===== config.mk =====
export PLATFORM = sky130hd
export DESIGN_NAME = keypad_scanner_db
export DESIGN_NICKNAME = d
export VERILOG_FILES = /design/src/rtl/keypad_scanner_db.sv
export SDC_FILE = /design/constraint.sdc
export NUM_CORES = 1
export LEC_CHECK = 0
export BUFFER_PORTS_ARGS = -buffer_cell sky130_fd_sc_hd__buf_2
export CAP_MARGIN = 20
export CORE_UTILIZATION = 50
export DETAILED_ROUTE_END_ITERATION = 8
export PLACE_DENSITY = 0.7
export SYNTH_ARGS = -nofsm -noshare
export SYNTH_HDL_FRONTEND = slang
export SYNTH_SLANG_ARGS = --single-unit
export TNS_END_PERCENT = 10

===== constraint.sdc =====
create_clock -name clk -period 3.2 [get_ports clk]
set_clock_uncertainty 0.05 [all_clocks]
set_input_delay 0.16 -clock clk [delete_from_list [all_inputs] [get_ports clk]]
set_output_delay 0.16 -clock clk [all_outputs]
set_load 0.05 [all_outputs]

===== src/rtl/keypad_scanner_db.sv =====
// keypad_scanner_db: scans an NCOL x NROW switch matrix and reports debounced key events
// Ports:
//   clk         system clock
//   rst         asynchronous active-low reset
//   col_drv     one-cold column drive
//   row_in      active-low row sense, asynchronous to clk
//   key_code    last accepted key, col*NROW + row
//   key_valid   one-cycle pulse on an accepted press
//   key_held    level, accepted key still pressed
//   key_release one-cycle pulse on a debounced release
//   multi_err   one-cycle pulse when a sample shows several rows low
module keypad_scanner_db #(
  parameter int NCOL = 4,
  parameter int NROW = 4,
  parameter int SCAN_DIV = 1000,
  parameter int DEBOUNCE = 4,
  localparam int KEY_W = $clog2(NCOL * NROW)
) (
  input  logic             clk,
  input  logic             rst,
  output logic [NCOL-1:0]  col_drv,
  input  logic [NROW-1:0]  row_in,
  output logic [KEY_W-1:0] key_code,
  output logic             key_valid,
  output logic             key_held,
  output logic             key_release,
  output logic             multi_err
);
  localparam int CW = $clog2(NCOL);
  localparam int RW = $clog2(NROW);
  localparam int DW = $clog2(SCAN_DIV);
  typedef enum logic [1:0] {SCAN, PRESS_DB, HOLD} state_t;
  state_t state;
  logic [NROW-1:0] sync1, row_s, low;
  logic [DW-1:0] dwell;
  logic [CW-1:0] col;
  logic [RW-1:0] r, cand_row;
  logic [7:0] deb_cnt, rel_cnt;
  logic last, none, one, multi, stay_pd, accept, rel_done, adv;
  logic [KEY_W-1:0] code_now;
  assign last = dwell == DW'(SCAN_DIV - 1);
  assign low = ~row_s;
  assign none = low == '0;
  // exactly one bit set <=> nonzero power of two
  assign one = !none && ((low & (low - NROW'(1))) == '0);
  assign multi = !none && !one;
  always_comb begin
    r = '0;
    for (int i = 0; i < NROW; i++)
      if (low[i]) r = RW'(i);
  end
  assign stay_pd = one && r == cand_row;
  assign rel_done = none && rel_cnt + 8'd1 == 8'(DEBOUNCE);
  assign accept = last && one && ((state == SCAN && DEBOUNCE == 1) ||
                  (state == PRESS_DB && stay_pd && deb_cnt + 8'd1 == 8'(DEBOUNCE)));
  assign adv = last && ((state == SCAN && !one) || (state == PRESS_DB && !stay_pd) ||
               (state == HOLD && rel_done));
  // the column is held while debouncing, so the live column is the candidate column
  assign code_now = KEY_W'(col) * KEY_W'(NROW) + KEY_W'(r);
  always_ff @(posedge clk or negedge rst) begin
    if (!rst) begin
      state <= SCAN;
      sync1 <= '1;
      row_s <= '1;
      dwell <= '0;
      col <= '0;
      col_drv <= {{(NCOL-1){1'b1}}, 1'b0};
      cand_row <= '0;
      deb_cnt <= '0;
      rel_cnt <= '0;
      key_code <= '0;
      key_valid <= 1'b0;
      key_held <= 1'b0;
      key_release <= 1'b0;
      multi_err <= 1'b0;
    end else begin
      sync1 <= row_in;
      row_s <= sync1;
      dwell <= last ? '0 : dwell + DW'(1);
      key_valid <= 1'b0;
      key_release <= 1'b0;
      multi_err <= 1'b0;
      if (adv) begin
        col <= col == CW'(NCOL - 1) ? '0 : col + CW'(1);
        col_drv <= {col_drv[NCOL-2:0], col_drv[NCOL-1]};
      end
      if (last)
        case (state)
          SCAN: begin
            multi_err <= multi;
            if (one) begin
              cand_row <= r;
              deb_cnt <= 8'd1;
              state <= PRESS_DB;
            end
          end
          PRESS_DB: begin
            deb_cnt <= stay_pd ? deb_cnt + 8'd1 : 8'd0;
            if (!stay_pd) state <= SCAN;
          end
          HOLD: begin
            rel_cnt <= (none && !rel_done) ? rel_cnt + 8'd1 : 8'd0;
            if (rel_done) begin
              key_release <= 1'b1;
              key_held <= 1'b0;
              state <= SCAN;
            end
          end
          default: state <= SCAN;
        endcase
      if (accept) begin
        key_code <= code_now;
        key_valid <= 1'b1;
        key_held <= 1'b1;
        deb_cnt <= '0;
        state <= HOLD;
      end
    end
  end
endmodule


Word-level counts from Yosys, hierarchy flattened. Index checks and enable logic that the tools add are counted.

Register bits after elaboration: 52. Input port bits: 6. Output and inout port bits: 12. Logic and storage cells: 90.

$add $sub $neg: 6. Equality and inequality tests: 10. Muxes and demuxes: 27. Bitwise gates (word level): 2. Reduce and logical (&&, ||, !) cells: 31.

Operator list (number): 2-to-1 mux 8 bit (5); adder 8 x 1 -> 8 bit (second input constant) (2); equality test 8 x 3 -> 1 bit (second input constant) (2); 2-to-1 mux 2 bit (8); one-hot mux 8 bit (2 select lines) (1); logical AND 1 bit (13); 2-to-1 mux 1 bit (11); adder 10 x 1 -> 10 bit (second input constant) (1); equality test 10 bit (second input constant) (1); 2-to-1 mux 10 bit (1); inequality test 3 bit (second input constant) (3); AND reduction 3 bit (3); zero test 4 bit (2); one-hot mux 2 bit (3 select lines) (1); nonzero test 2 bit (3); adder 4 x 2 -> 4 bit (1); bitwise AND 4 bit (1); equality test 2 bit (second input constant) (2); zero test 1 bit (4); inverter 4 bit (1); AND reduction 4 bit (1); subtractor 4 x 1 -> 4 bit (second input constant) (1); nonzero test 3 bit (1); adder 2 x 1 -> 2 bit (second input constant) (1); other kinds (5) (6).

Depth between registers and ports, before layout. Gate-level depths: netlist of run 1.

Word-level depth: 11. Mapped depth: 8. Depth with buffers taken out: 6.

Worst setup path after synthesis of run 1. OpenSTA, ideal clock, no wires.

Path type: register -> register. Start: register dwell[0]. End: register key_code[0]. Setup time: 0.125 ns. Arrival time: 2.610 ns. Setup slack: 0.415 ns. Cell stages (with the launch flop): 9. Path buffers: 2. Period minus slack after synthesis: 2.785 ns. Cells stage by stage: dfrtp_1 -> ha_1 -> nand4b_2 -> or3_1 -> buf_6 -> or4_1 -> buf_2 -> nor4b_4 -> mux2_2.

Cells in the longest elaborated chain, start to end: 3.

RTL lines: from (decl) (line 35) `logic [DW-1:0] dwell;`; from (signal assigned) (line 79) `dwell <= last ? '0 : dwell + DW'(1);`; equality test 10 bit (line 41) `assign last = dwell == DW'(SCAN_DIV - 1);`; logical AND 1 bit (2 in series) (line 54) `assign accept = last && one && ((state == SCAN && DEBOUNCE == 1) ||`; named net accept (line 39) `logic last, none, one, multi, stay_pd, accept, rel_done, adv;`; to (signal assigned) (line 112) `key_code <= code_now;`; to (decl) (line 23) `output logic [KEY_W-1:0] key_code,`.

The timed path passes the listed nets, and every way through them passes these cells. A chain may end at the register's enable or synchronous reset.

Worst setup path in the final report of run 1.
Start: register dwell[0]. End: register key_code[1].

Same word-level chain as after synthesis.

==> results of run 1 <==
==> logic make-up after synthesis <==
family	Yosys count
AO/OA/AOI/OAI	61
XOR/XNOR	12
adder cells (fa/ha/maj)	5
buffers and inverters	15
flip-flops	52
multiplexers	12
AND/OR/NAND/NOR	106
==> flip-flops by register name, indices dropped and copies added (netlist names) <==
name         cells
dwell           10
deb_cnt          8
rel_cnt          8
col_drv          4
key_code         4
row_s            4
sync1            4
cand_row         2
col              2
state            2
key_held         1
key_release      1
key_valid        1
multi_err        1
==> cells in the mapped netlist, drive strengths merged, types with 4 or more instances <==
cell / instances / share of area (%)
a21o: 5 / 1.5
a21oi: 9 / 1.7
and3: 7 / 1.6
buf: 5 / 1.4
clkbuf: 6 / 1.2
dfrtp: 41 / 38
dfstp: 11 / 11
ha: 5 / 2.3
inv: 4 / 0.55
mux2: 11 / 4.6
nand2: 29 / 4.0
nand2b: 4 / 1.0
nand3: 11 / 2.0
nand4b: 4 / 1.5
nor2: 17 / 2.4
nor3: 5 / 0.92
o211ai: 4 / 1.1
o21ai: 20 / 3.7
xnor2: 5 / 1.6
xor2: 7 / 2.3
==> layout by cell type, fill, tap and decap left out, types with 4 or more instances in the layout <==
master         instances
dfrtp_1               41
nand2_1               29
o21ai_0               20
nor2_1                17
buf_2                 17
nand3_1               11
mux2_2                11
dfstp_2               11
a21oi_1                9
and3_1                 7
xor2_1                 7
xnor2_1                5
nor3_1                 5
ha_1                   5
clkbuf_8               5
dlygate4sd3_1          5
buf_4                  5
o211ai_1               4
inv_1                  4
==> power groups by stage <==
stage               combinational (uW)  clock, uW  sequential [uW]
floorplan                         20.4          0              681
global placement                  31.3          0              687
detailed placement                31.7          0              687
CTS                               36.7        473              675
global route                      41.0        498              676
finish                            35.5        456              675
==> per-layer routing <==
metal | global-route usage [%] | share of wire (%) | up-vias | routed length (um)
met5 | 0 | 0 | - | 0
met1 | 27.73 | 50 | 963 | 2510
met3 | 4.630 | 3.6 | 2 | 183
met2 | 31.94 | 46 | 36 | 2285
li1 | - | - | 1010 | -
met4 | 6.173 | 0.68 | 0 | 34
==> worst max-delay path: stages (launching register included) <==
cell and delay [ps]:
dfrtp_1 400, ha_1 230, nand4b_2 170, or3_1 410, or4_1 590, nor4b_4 410
buf_4 200, mux2_2 320
==> cell type report <==
cell class	instances	area share, %
Timing Repair Buffer	27	5.731
Clock inverter	2	1.287
Inverter	4	0.4983
Clock buffer	6	2.409
Tap cell	70	2.907
Multi-Input combinational cell	196	43.52
Sequential cell	52	43.65
==> through the flow <==
| step | setup slack [ps] | hold WS, ps | util (%) |
|---|---|---|---|
| floorplan | 414.9 | -185.6 | - |
| global placement | 362.8 | 118.0 | 55.13 |
| detailed placement | 292.9 | 126.1 | 55.13 |
| CTS | 267.2 | 312.7 | 58.25 |
| global route | 135.0 | 316.0 | 58.25 |
| finish | 298.3 | 311.1 | 58.25 |
==> timing repair <==
action	4_1_cts	5_1_grt
setup buffers	0	0
endpoints found under the hold margin	25	0
gates resized for setup	0	0
hold buffers	5	0
==> how the worst max path moves through the flow <==
stage / endpoint / cells after the start
after floorplan: key_code[0] / 8
after global placement: key_code[0] / 7
after detailed placement: key_code[0] / 7
after CTS: key_code[1] / 7
after global routing: key_code[1] / 7
final: key_code[1] / 7
==> metrics.txt, run 1 <==
PwrDens=387.2 mW/mm^2; CP required=between 3000 and 4000 ps; Congestion Overflow GR=0; Nets=297; post-route cell area=0.003013 mm^2; Post-Synthesis Cells=263; Hold WC Path Type=input port to async pin; CTS Root Cell=clkbuf_8; Setup crit end kind=flop; Reg area=about 0.0013 mm^2; register clock-pin slew on the reported worst setup and hold paths=around 100 ps; Syn Nets=approximately 270; Internal=916.8 uW; worst r2r src=dwell[0]; drt total wl=~5 mm; sw frac=between 20% and 30%; Layout area overhead=11.07%; # port buffers=17; Vias=2011; total negative slack=0 ps; crit path from=dwell[0]; Lkg Pwr=approximately 0.0014 uW; DRT antenna net count=0; Synth async-reset ratio=between 90% and 100%; dominant synthesized flop cell=dfrtp_1; RD Place Congestion=roughly 0.84; Adder-Cell Fraction of Synth Area=under 10%; Ys Warns=0; Switch Pwr=between 200 and 250 uW; Die X=around 76 um; peak supply drop=0.2996 mV; max-cap viol count=0; die height=approximately 76 um; multiplexer area fraction after synthesis=just under 5%; I/O Pins=18; r2r setup slk=about 300 ps; Cell Area, Synth=between 0.002 and 0.003 mm^2; largest net degree at the start of global routing=30; endpoints failing hold=0; total chip power=1166 uW; vias per inst=about 5.6; n_diodes=0; initial antenna violation count=0; CTS tree=done; relative slew slack=between 50 and 60%; post-place instance area=around 0.0029 mm^2; count of cell types in the netlist=56; Clk pwr share=between 30% and 40%; CTS max path bufs=2; post-route insts no fill=between 300 and 400; Simple-Gate Fraction of Synth Area=22.14%; register area share after synthesis=48.48%; element type at the critical path start=flop; die area=roughly 0.0057 mm^2; final-report setup violation count=0; cts bufs inserted=5; capturing point of the worst reg2reg path=key_code[1]; cell count after placement=344; Post-route DRC=0; area of the multi-input gates=roughly 0.0013 mm^2; DRT Pass-1 Iters=4; ratio of cells with drive above 1 in the final layout=22.30%; first-pass GRT wire length=8.514 mm; final worst path period share=between 90% and 100%; Clock Latency Late Sink=310 ps; syn_area_per_cell=slightly above 10 um^2; Compound-Gate Fraction of Synth Area=~15%; worst r2r path cells=7; Pins Over Slew Limit=0; Avg WL per Cell=around 14 um; filler cell count=between 400 and 500; vias in the first global route=between 1500 and 2000; Worst EP arrival=3050 ps; Final HPWL DP=~3.5 mm; logic gate share of total power=under 10%; starting DRC count in detailed routing=174; Core Box Area=0.005172 mm^2; GRT Overall Usage=between 20 and 25%; largest family of logic cells by synthesized area=simple AND/OR/NAND/NOR gates; row cnt=26; min Tclk post-route=between 2000 and 3000 ps; largest fanout on the critical path=6; H-tree levels=2; Max Clock Freq=0.3446 GHz; Worst Max-Slew Pin Slew=between 600 and 700 ps; xor and xnor area share after synthesis=under 10%; initial core utilization=52.44%; kind of critical path=flop to flop; post-synthesis register bit count=52; EDFF count, synth=0; outcome=finished clean; Num Clock Sinks=52; RSZ-0062 raised after global routing=no; Reg power frac=between 50 and 60%
Note: power is estimated with default switching activity, not from simulation.
==> run 2: changes to the inputs <==
- CORE_UTILIZATION: 50 -> 37
- PLACE_DENSITY: 0.7 -> 0.55
- SETUP_SLACK_MARGIN: default -> 0.4
==> run 2 against run 1 <==
Net effect:
- die area rose by 34%
- clock power fell by 16%
- final cell count rose by 7.8%
- sequential power barely moved
- global-route usage fell by 4.6 points
- highest routed layer unchanged
==> metrics.txt, run 2 (synthesis gave the netlist of run 1 again) <==
outcome=finished clean; peak supply drop=around 0.28 mV; final-report setup violation count=0; CTS tree=done; critical path cell sequence=ha_1 > or4b_2 > or4_4 > nor4b_4 > buf_4 > mux2_2; Final HPWL DP=about 3.8 mm; Core Box Area=a little under 0.007 mm^2; delay-heaviest family, CP=simple AND/OR/NAND/NOR gates; number of flip-flops in the largest register=10; Hold Path Stages=0; largest fanout on the critical path=5; Worst Max-Slew Pin Slew=between 600 and 700 ps; initial antenna violation count=0; Post-route DRC=0; cts bufs inserted=5; max incr delay on CP=approximately 620 ps; drt total wl=5.321 mm; row cnt=30; WP buf/inv=1; DRT Pass-1 Iters=4; total chip power=1094 uW; vias in the first global route=~1900; most common cell after layout, fill and taps aside=dfrtp_1; filler cell count=701; RSZ-0062 raised after global routing=no; Setup crit end kind=flop; GRT Overall Usage=~16%; total negative slack=0 ps; first-pass GRT wire length=9.335 mm; Nets=~300; element type at the critical path start=flop; DRT antenna net count=0; vias per inst=roughly 5.2; Die X=~88 um; critical path depth=6; Worst EP arrival=between 2000 and 3000 ps; CTS max path bufs=2; register clock-pin slew on the reported worst setup and hold paths=about 90 ps; final worst path period share=slightly above 80%; Layout area overhead=12.41%; n_diodes=0; Hold WC Path Type=flop to flop; largest net degree at the start of global routing=28; die height=just under 90 um; Clock Latency Late Sink=~300 ps; # port buffers=17; Critical Path Slowest Stage Cell=or4b_2; ratio of cells with drive above 1 in the final layout=between 20% and 30%; kind of critical path=flop to flop; crit path from=deb_cnt[0]; starting DRC count in detailed routing=47; biggest regs=dwell: 10 flops, deb_cnt: 8 flops, rel_cnt: 8 flops; max-cap viol count=0; H-tree levels=2; die area=~0.0077 mm^2; relative slew slack=between 50% and 60%; Pins Over Slew Limit=0; Congestion Overflow GR=0; Num Clock Sinks=52; RD Place Congestion=just under 0.8; worst r2r src=deb_cnt[0]; worst r2r path cells=6; Avg WL per Cell=around 14 um; Lkg Pwr=0.001362 uW; CTS Root Cell=clkbuf_8; initial core utilization=approximately 39%; hold_ws=roughly 310 ps; CP required=about 3300 ps; Vias=between 2000 and 2500; Max Clock Freq=between 0.3 and 0.4 GHz; min Tclk post-route=around 2700 ps; Most flops, register=dwell; endpoints failing hold=0; most frequent cells in the layout=41 x dfrtp_1, 29 x nand2_1, 20 x o21ai_0; cell count after placement=370; I/O Pins=18; HP Start=sync1[1]; PwrDens=around 360 mW/mm^2; post-route insts no fill=approximately 390
[run 2: cell types whose count changed in the layout (fill, tap and decap cells not counted), sizes merged]
cell      before  now
buf           22   24
bufinv         1    0
clkbuf         6    7
clkinvlp       0    1
inv            5    4
[run 2: stage by stage]
step	util [%]	cell area (um^2)	worst slack, ps
2_1_floorplan	-	2713	414.9
3_3_place_gp	41.53	2884	312.0
3_5_place_dp	41.53	2884	265.3
4_1_cts	43.71	3035	438.2
5_1_grt	43.91	3049	399.4
6_report	43.91	3049	539.2
[run 2: worst reg2reg max path, stage by stage (launching register included)]
cell,delay (ps)
dfrtp_1,410
ha_1,220
or4b_2,620
or4_4,480
nor4b_4,260
buf_4,190
mux2_2,320
[run 2: path summary, 6_finish.rpt]
| path | slack (ps) | endpoint |
|---|---|---|
| max in group asynchronous | 1950 | row_s[0] |
| worst max register to register | 540 | key_code[1] |
| min in group asynchronous | 330 | rel_cnt[2] |
| worst min register to register | 310 | row_s[1] |
| worst max-delay path | 540 | key_code[1] |
| worst min-delay path | 310 | row_s[1] |
[run 2: routing by layer]
layer / GRT usage (%) / vias to the layer above / share of wire, %
li1: - / 1012 / -
met3: 3.016 / 2 / 3.2
met4: 3.577 / 0 / 0.55
met5: 0 / - / 0
met2: 25.07 / 35 / 45
met1: 21.82 / 965 / 52
[run 2: final cells by class]
cell class / instances / area, um^2 / share of cell area, %
inverter: 4 / 15.01 / 0.4924
clock buffer: 7 / 86.33 / 2.831
tap: 96 / 120.1 / 3.939
timing repair buffer: 29 / 187.7 / 6.155
sequential: 52 / 1315 / 43.13
multi-input combinational: 196 / 1318 / 43.21
clock inverter: 1 / 7.507 / 0.2462
[run 2: what timing repair did]
item | CTS | global route
hold endpoints to repair | 27 | 0
pin swaps | 1 | 0
hold buffers | 5 | 0
resized for setup | 0 | 2
buffers inserted | 1 | 1
endpoints found under the setup margin | 3 | 4
[run 2: power breakdown]
| part | switching (uW) | internal [uW] | leakage [uW] |
|---|---|---|---|
| Clock | 207 | 176 | 0.0000445 |
| Sequential | 9.05 | 666 | 0.000674 |
| Combinational | 21.8 | 13.7 | 0.000644 |
| Total | 238 | 856 | 0.00136 |
==> run 3: changes to the inputs <==
- clock period: 3.2 -> 2.8 ns (I/O delays scaled with it)
==> run 3 against run 2 <==
Net effect:
- first-iteration DRC count grew 40%
- die area is the same
- core utilization grew 3.5 points
- critical path type unchanged
- largest cell class unchanged
==> metrics.txt, run 3 (synthesis gave the netlist of run 1 again) <==
largest net degree at the start of global routing=between 40 and 50; Final HPWL DP=~3.8 mm; Lkg Pwr=0.001505 uW; Layout area overhead=21.40%; starting DRC count in detailed routing=between 60 and 70; initial core utilization=39.06%; CTS max path bufs=2; CTS tree=done; area of the multi-input gates=0.001381 mm^2; first-pass GRT wire length=9.584 mm; largest fanout on the critical path=7; PwrDens=between 400 and 500 mW/mm^2; most common cell after layout, fill and taps aside=dfrtp_1; relative slew slack=between 60 and 70%; Core Box Area=about 0.0069 mm^2; Congestion Overflow GR=0; GRT Overall Usage=approximately 16%; RD Place Congestion=a little over 0.8; outcome=finished clean; final worst path period share=approximately nine tenths; element type at the critical path start=flop; vias in the first global route=a little under 2000; total negative slack=0 ps; Worst Max-Slew Pin Slew=499.3 ps; initial antenna violation count=0; H-tree levels=2; # port buffers=17; Avg WL per Cell=13.81 um; Hold WC Path Type=input port to async pin; cts bufs inserted=5; drt total wl=5.594 mm; Num Clock Sinks=between 50 and 60; filler cell count=a little under 700; Max Clock Freq=0.4047 GHz; Most flops, register=dwell; Pins Over Slew Limit=0; die area=around 0.0077 mm^2; die height=about 88 um; ratio of cells with drive above 1 in the final layout=slightly below 30%; CTS Root Cell=clkbuf_8; Reg area=0.001315 mm^2; post-route cell area=about 0.0033 mm^2; endpoints failing hold=0; kind of critical path=flop to flop; Setup crit end kind=flop; RSZ-0062 raised after global routing=yes; Post-route DRC=0; Worst EP arrival=2610 ps; biggest regs=dwell: 10 flops, deb_cnt: 8 flops, rel_cnt: 8 flops; CP required=slightly below 3000 ps; min Tclk post-route=between 2000 and 2500 ps; row cnt=30; most frequent cells in the layout=41 x dfrtp_1, 29 x nand2_1, 25 x buf_4; DRT antenna net count=0; n_diodes=0; peak supply drop=0.2369 mV; max-cap viol count=0; vias per inst=around 5.1; Vias=roughly 2000; Die X=between 80 and 90 um; Clock Latency Late Sink=300 ps; number of flip-flops in the largest register=10; DRT Pass-1 Iters=4; I/O Pins=18; Nets=approximately 320; final-report setup violation count=0; post-place instance area=between 0.002 and 0.003 mm^2; register clock-pin slew on the reported worst setup and hold paths=90 ps
==> run 3: critical path, cell delays in order, from the launching register on <==
cell and delay [ps]:
dfrtp_1 410, ha_4 170, nand4b_4 130, or3_4 410
or4_4 470, nor4b_4 240, buf_6 180, mux2_4 300
==> run 3: where the power goes <==
part           switching [uW]  internal, uW
registers                5.14           761
clock network             242           266
logic                    32.7          25.3
total                     280          1050
==> run 3: path summary, 6_finish.rpt <==
| kind | start | endpoint | slack (ps) | cells after the start |
|---|---|---|---|---|
| max | dwell[1] | key_code[3] | 330 | 7 |
| min | rst | dwell[8] | 240 | 2 |
| max reg2reg | dwell[1] | key_code[3] | 330 | 7 |
| min reg2reg | sync1[2] | row_s[2] | 310 | 0 |
| max in group asynchronous | rst | col_drv[3] | 1710 | 4 |
| min in group clk | sync1[2] | row_s[2] | 310 | 0 |
==> run 3: area by class of cell <==
| type | instances | area share, % |
|---|---|---|
| multi-input cells | 196 | 41.95 |
| flip-flops and latches | 52 | 39.93 |
| clock inverters | 2 | 1.064 |
| repair buffers | 49 | 10.75 |
| inverters | 4 | 0.4559 |
| clock buffers | 6 | 2.204 |
| well taps | 96 | 3.647 |
==> run 3: stage by stage <==
step	std cells	total power [uW]	setup slack (ps)	util [%]	hold WS, ps
final	405	1332	329.3	47.42	243.2
after global routing	405	1390	248.8	47.42	291.4
after CTS	400	1357	335.8	46.56	311.5
after detailed placement	377	824.6	262.8	42.96	196.8
after global placement	377	823.5	295.2	42.96	194.9
after floorplan	263	801.4	132.0	-	-205.6
==> run 3: layer usage <==
layer  part of all wire, %  wire length (um)  GRT usage (%)
met1                    50              2797          21.58
met2                    47              2631          26.42
met3                   2.1               117          2.922
met4                  0.86                48          4.918
met5                     0                 0              0
==> run 3: what timing repair did <==
action	4_1_cts	5_1_grt
endpoints found under the setup margin	12	14
pin swaps	1	0
hold buffers	5	0
hold endpoints to repair	43	0
buffers inserted	10	4
gates resized for setup	3	2
